$ cat src/rtl/wor_arb_pkg.sv
// ----------------------------------------------------------------------------
// wor_arb_pkg
// Shared definitions for the wired-OR bus arbiter:
//   arb_state_t : FSM state encoding (IDLE / GRANT / TURN)
//   BEAT_W      : width of the per-grant beat counter
//   rr_next()   : round-robin pointer advance, wrapping modulo n
// ----------------------------------------------------------------------------
package wor_arb_pkg;

    typedef enum logic [1:0] {
        ARB_IDLE  = 2'd0,
        ARB_GRANT = 2'd1,
        ARB_TURN  = 2'd2
    } arb_state_t;

    localparam int BEAT_W = 8;

    // Index that follows ptr in a ring of n requesters.
    function automatic int rr_next(input int ptr, input int n);
        return (ptr + 1 >= n) ? 0 : ptr + 1;
    endfunction

endpackage

$ cat src/rtl/rr_pick.sv
// ----------------------------------------------------------------------------
// rr_pick
// Purely combinational round-robin picker. Scans req starting at rr_ptr and
// wrapping modulo N_REQ; the first set bit wins.
// Ports:
//   req    in   N_REQ   request vector
//   rr_ptr in   IW      index with highest priority this cycle
//   win    out  N_REQ   one-hot winner (all zero when no request)
//   idx    out  IW      index of the winner (0 when no request)
//   any    out  1       at least one request present
// ----------------------------------------------------------------------------
module rr_pick
    import wor_arb_pkg::*;
#(
    parameter int N_REQ = 4,
    parameter int IW    = $clog2(N_REQ)
) (
    input  logic [N_REQ-1:0] req,
    input  logic [IW-1:0]    rr_ptr,
    output logic [N_REQ-1:0] win,
    output logic [IW-1:0]    idx,
    output logic             any
);

    int j;

    always_comb begin
        win = '0;
        idx = '0;
        any = 1'b0;
        j   = 0;
        for (int i = 0; i < N_REQ; i++) begin
            // rr_ptr is always < N_REQ, so one subtraction is enough to wrap
            j = int'(rr_ptr) + i;
            if (j >= N_REQ) begin
                j = j - N_REQ;
            end
            if (!any && req[j]) begin
                any    = 1'b1;
                win[j] = 1'b1;
                idx    = IW'(j);
            end
        end
    end

endmodule

$ cat src/rtl/wor_bus_arbiter.sv
// ----------------------------------------------------------------------------
// wor_bus_arbiter
// Round-robin controller sharing one wired-OR data bus among N_REQ requesters.
// Ownership is granted in bursts of up to MAX_BEAT beats, and TA_CYC idle
// turnaround cycles separate successive owners so two drivers never overlap.
// Ports:
//   clk       in   1               rising-edge clock
//   rst       in   1               synchronous reset, active-high
//   req       in   N_REQ           level request, held until granted
//   req_last  in   N_REQ           owner's final-beat marker (owner bit only)
//   gnt       out  N_REQ           one-hot grant, zero when no owner
//   drv_en    out  N_REQ           bus drive enable, equals gnt in GRANT
//   owner     out  $clog2(N_REQ)   current or most recent owner
//   busy      out  1               high in GRANT and TURN
//   beat_cnt  out  8               beats completed in the current grant
//   abort     out  1               1-cycle pulse on forced release
// ----------------------------------------------------------------------------
module wor_bus_arbiter
    import wor_arb_pkg::*;
#(
    parameter int N_REQ    = 4,
    parameter int MAX_BEAT = 8,
    parameter int TA_CYC   = 1
) (
    input  logic                     clk,
    input  logic                     rst,
    input  logic [N_REQ-1:0]         req,
    input  logic [N_REQ-1:0]         req_last,
    output logic [N_REQ-1:0]         gnt,
    output logic [N_REQ-1:0]         drv_en,
    output logic [$clog2(N_REQ)-1:0] owner,
    output logic                     busy,
    output logic [BEAT_W-1:0]        beat_cnt,
    output logic                     abort
);

    localparam int IW = $clog2(N_REQ);

    arb_state_t        state_q, state_d;
    logic [N_REQ-1:0]  gnt_q;
    logic [IW-1:0]     owner_q;
    logic [IW-1:0]     rr_ptr_q;
    logic [BEAT_W-1:0] beat_q, beat_d;
    logic [1:0]        ta_q;
    logic              abort_q;

    logic              rel;
    logic              rel_abort;
    logic              own_req;
    logic              own_last;
    logic              beat_at_max;
    logic              ta_done;

    logic [N_REQ-1:0]  pick_win;
    logic [IW-1:0]     pick_idx;
    logic              pick_any;

    rr_pick #(
        .N_REQ (N_REQ),
        .IW    (IW)
    ) u_pick (
        .req    (req),
        .rr_ptr (rr_ptr_q),
        .win    (pick_win),
        .idx    (pick_idx),
        .any    (pick_any)
    );

    // Only the owner's request/last bits matter while it holds the bus.
    assign own_req     = req[owner_q];
    assign own_last    = req_last[owner_q];
    assign beat_at_max = (beat_q == BEAT_W'(MAX_BEAT - 1));
    assign ta_done     = (int'(ta_q) >= TA_CYC - 1);

    always_comb begin
        state_d   = state_q;
        beat_d    = beat_q;
        rel       = 1'b0;
        rel_abort = 1'b0;
        case (state_q)
            ARB_IDLE: begin
                if (pick_any) begin
                    state_d = ARB_GRANT;
                end
            end
            ARB_GRANT: begin
                // A beat is counted only while the owner still requests.
                if (own_req && (beat_q != BEAT_W'(MAX_BEAT))) begin
                    beat_d = beat_q + BEAT_W'(1);
                end
                rel = own_last || !own_req || beat_at_max;
                // req_last turns a simultaneous MAX_BEAT hit into a normal end.
                rel_abort = !own_last && (!own_req || beat_at_max);
                if (rel) begin
                    state_d = (TA_CYC > 0) ? ARB_TURN : ARB_IDLE;
                end
            end
            ARB_TURN: begin
                if (ta_done) begin
                    state_d = ARB_IDLE;
                end
            end
            default: begin
                state_d = ARB_IDLE;
            end
        endcase
    end

    always_ff @(posedge clk) begin
        if (rst) begin
            state_q  <= ARB_IDLE;
            gnt_q    <= '0;
            owner_q  <= '0;
            rr_ptr_q <= '0;
            beat_q   <= '0;
            ta_q     <= '0;
            abort_q  <= 1'b0;
        end else begin
            state_q <= state_d;
            abort_q <= rel_abort;
            case (state_q)
                ARB_IDLE: begin
                    if (pick_any) begin
                        gnt_q   <= pick_win;
                        owner_q <= pick_idx;
                        beat_q  <= '0;
                    end
                end
                ARB_GRANT: begin
                    beat_q <= beat_d;
                    if (rel) begin
                        gnt_q    <= '0;
                        rr_ptr_q <= IW'(rr_next(int'(owner_q), N_REQ));
                        ta_q     <= '0;
                    end
                end
                ARB_TURN: begin
                    ta_q <= ta_q + 2'd1;
                end
                default: begin
                    gnt_q <= '0;
                end
            endcase
        end
    end

    assign gnt      = gnt_q;
    assign drv_en   = (state_q == ARB_GRANT) ? gnt_q : '0;
    assign owner    = owner_q;
    assign busy     = (state_q == ARB_GRANT) || (state_q == ARB_TURN);
    assign beat_cnt = beat_q;
    assign abort    = abort_q;

    a_gnt_onehot0 : assert property (@(posedge clk) disable iff (rst)
        $onehot0(gnt_q));
    a_drv_in_gnt : assert property (@(posedge clk) disable iff (rst)
        ((drv_en & ~gnt_q) == '0));
    a_gnt_iff_grant : assert property (@(posedge clk) disable iff (rst)
        ((gnt_q != '0) == (state_q == ARB_GRANT)));

endmodule
$ cat config.mk
export PLATFORM = sky130hd
export DESIGN_NAME = wor_bus_arbiter
export DESIGN_NICKNAME = d
export VERILOG_FILES = /design/src/rtl/wor_arb_pkg.sv /design/src/rtl/rr_pick.sv /design/src/rtl/wor_bus_arbiter.sv
export SDC_FILE = /design/constraint.sdc
export NUM_CORES = 1
export LEC_CHECK = 0
export CORE_ASPECT_RATIO = 0.7
export CORE_MARGIN = 2
export CORE_UTILIZATION = 30
export DETAILED_ROUTE_END_ITERATION = 10
export PLACE_DENSITY = 0.63
export SLEW_MARGIN = 10
export SYNTH_ARGS = -nofsm -noshare
export SYNTH_HDL_FRONTEND = slang
export SYNTH_SLANG_ARGS = --single-unit
$ cat constraint.sdc
create_clock -name clk -period 2.8 [get_ports clk]
set_input_delay 0.7 -clock clk [delete_from_list [all_inputs] [get_ports clk]]
set_output_delay 0.7 -clock clk [all_outputs]
set_load 0.01 [all_outputs]
==> flow_summary.toml <==
[status]
status = "complete, no violations"

[floorplanning]
die-area_mm2 = 0.00541
die_w_um = 87.0
ios = 30
core_area_mm2 = 0.00470
die_y_um = 62.1
num_rows = 21
start_util = 0.308

[placed_design]
place_congestion = 0.814
dpl.hpwl_um = 2640
dpl_worst_slack_ns = 0.156
io_buffers = 29
postPlaceCellArea_mm2 = 0.00185

[synthesis]
syn_area_mm2 = 0.00145
async_flop_share = 0
synth_compound_area_frac = 0.212
syn-num-nets = 194
synth-simple-area-share = 0.247
synth_common_cells = "dfxtp_1, a21oi_1, nor2_1, inv_1, nand2_1"
synth_edf_count = 0
muxShareOfSynthArea = 0.113
yosys.area_share.adder = 0.0864
synth.distinct_cells = 44
yosys_register_bits = 19
synth_top_family_by_area = "simple AND/OR/NAND/NOR gates"
avgSynthCellArea_um2 = 8.32
synth_top_area_frac = 0.263
synth_top_area_cell = "dfxtp_1"
synth.most_common_cell = "dfxtp_1"
synth_warnings = 0
synth-xor-area-share = 0.0242
synth-main-ff-cell = "dfxtp_1"
netlist_instances = 174
synth-seq-area-share = 0.263
synthTopCellsByArea = "dfxtp_1, ha_1, mux4_2"

[timing]
clock.fmax_ghz = 0.413
tightest_slew_ns = 0.422
setup_viol = 0
drv_slew = 0
worst_slack_ns = 0.382
hold_viol = 0
period_needed_ns = 2.42
worst_hold_slack_ns = 0.493
layout_worst_path_cycle_share = 0.864
final.setup.tns_ns = 0
slew-limit-headroom = 0.718
skew_ns = 0.00277
rsz0062_at_grt = "false"

[layout]
fill_cells = 456
drive_gt1_frac = 0.120
diodes = 0
fin_area_mm2 = 0.00189
area_delta_synth_final_pct = 30.7
nets = 229

[pwr]
leakagePower_nw = 0.675
irDropWorstVdd_mv = 0.248
finalPower_uw = 952
powerDensity_mw_per_mm2 = 503

[worst_setup_path]
slowest_stage = "clkdlybuf4s50_1"
worstPathRequired_ns = 2.10
cp_max_fo = 9
start_kind = "flop"
critPathArrivalTime_ns = 1.72
cpPeakStageDelay_ns = 0.53
r2r_slack_ns = 0.40
cp-end-kind = "primary output"
path_cells = "inv_1 -> ha_1 -> and2_1 -> clkdlybuf4s50_1"
path_class = "flop to primary output"

[routing]
viasPerCell = 5.25
wl_per_cell_um = 12.7
dr.pass1.iters = 4
route.vias.total = 1391
ant_nets = 0
drcViolationCount = 0
first_iter_violations = 92
totalWireLength_um = 3370

[global_routing]
grt_start_max_net_pins = 16
grt_pass1_vias = 1234
grt_usage = 0.132
antenna_found_initial = 0
grt-ovfl-total = 0
grt_pass1_wl_um = 5840

[flow_run]
max_cap_viol_count = 0

[clock_network]
htree_levels = 1
insertion_delay_ns = 0.25
clkTransAtPathRegs_ns = 0.07
numCtsBuffers = 3
cts_hold_buffers = 0
root_buffer = "clkbuf_8"
clock-sinks = 19
tritoncts = "yes"
postCtsSetupRepairBufs = 0
cts.repair.resized = 0
clockBufferDepth = 2

[hold_path]
holdCritPathClass = "flop to flop"
[metal layers]
metal / track usage / vias to the layer above / part of all wire
met5: 0 / - / 0
met2: 0.184 / 41 / 0.42
li1: - / 694 / -
met1: 0.213 / 654 / 0.53
met4: 0.0176 / 0 / 0.0024
met3: 0.0239 / 2 / 0.047
[final cells by class]
class	instances	area (um2)	share of cell area
Multi-Input combinational cell	135	988	0.522
Tap cell	57	71.3	0.0377
Sequential cell	19	380	0.201
Timing Repair Buffer	39	365	0.193
Inverter	11	41.3	0.0218
Clock buffer	4	45.0	0.0238
[cell usage in the layout, fill, tap and decap left out, types with 2 or more instances in the layout]
| master | count |
|---|---|
| nor2_1 | 12 |
| dfxtp_1 | 19 |
| ha_1 | 10 |
| o31ai_1 | 4 |
| nand4b_1 | 2 |
| mux4_2 | 5 |
| nand3_1 | 4 |
| xor2_1 | 3 |
| nand3b_1 | 2 |
| nand2b_1 | 8 |
| nand4_1 | 2 |
| a21oi_1 | 16 |
| mux2i_1 | 4 |
| clkbuf_8 | 3 |
| o21ai_0 | 10 |
| or2_2 | 2 |
| inv_1 | 11 |
| buf_4 | 10 |
| a211oi_1 | 3 |
| or3_1 | 2 |
| nand2_1 | 11 |
| and2_1 | 5 |
| or3b_1 | 2 |
| clkdlybuf4s50_1 | 29 |
| nor3_1 | 6 |
| nor2b_1 | 2 |
| o21bai_1 | 2 |
[critical path: cells and delay by family, from the launching register on]
| kind | cells | cell delay, ns |
|---|---|---|
| adder cells (fa/ha/maj) | 1 | 0.36 |
| flip-flops | 1 | 0.31 |
| buffers and inverters | 2 | 0.62 |
| AND/OR/NAND/NOR | 1 | 0.17 |
[kinds of logic (layout without fill, tap and decap cells)]
family / count (synthesis) / in the layout
mux: 10 / 10
flops: 19 / 19
fa+ha+maj: 10 / 10
xor+xnor: 4 / 4
buf+inv: 20 / 54
compound gates: 46 / 46
simple gates: 65 / 65
[sequential cells by signal, indices dropped and copies added (netlist names)]
name      cells
abort         1
beat_cnt      8
gnt           4
owner         2
rr_ptr_q      2
state_q       2
[worst paths after layout]
| kind | startpoint | end | cells past startpoint |
|---|---|---|---|
| max | state_q[1] | drv_en[1] | 4 |
| min | gnt[2] | gnt[2] | 2 |
| max reg2reg | rr_ptr_q[1] | gnt[3] | 7 |
| min reg2reg | gnt[2] | gnt[2] | 2 |
[report_power, final]
part	leakage (nW)	switching, mW	internal [mW]
combinational	0.498	0.222	0.210
sequential	0.154	0.0289	0.298
clock	0.0228	0.0913	0.101
[per-stage QoR]
| step | util | instances |
|---|---|---|
| 3_3_place_gp | 0.393 | 261 |
| 3_5_place_dp | 0.393 | 261 |
| 2_1_floorplan | - | 174 |
| 4_1_cts | 0.402 | 265 |
| 5_1_grt | 0.402 | 265 |
| 6_report | 0.402 | 265 |
(Power assumes the default switching activity.)
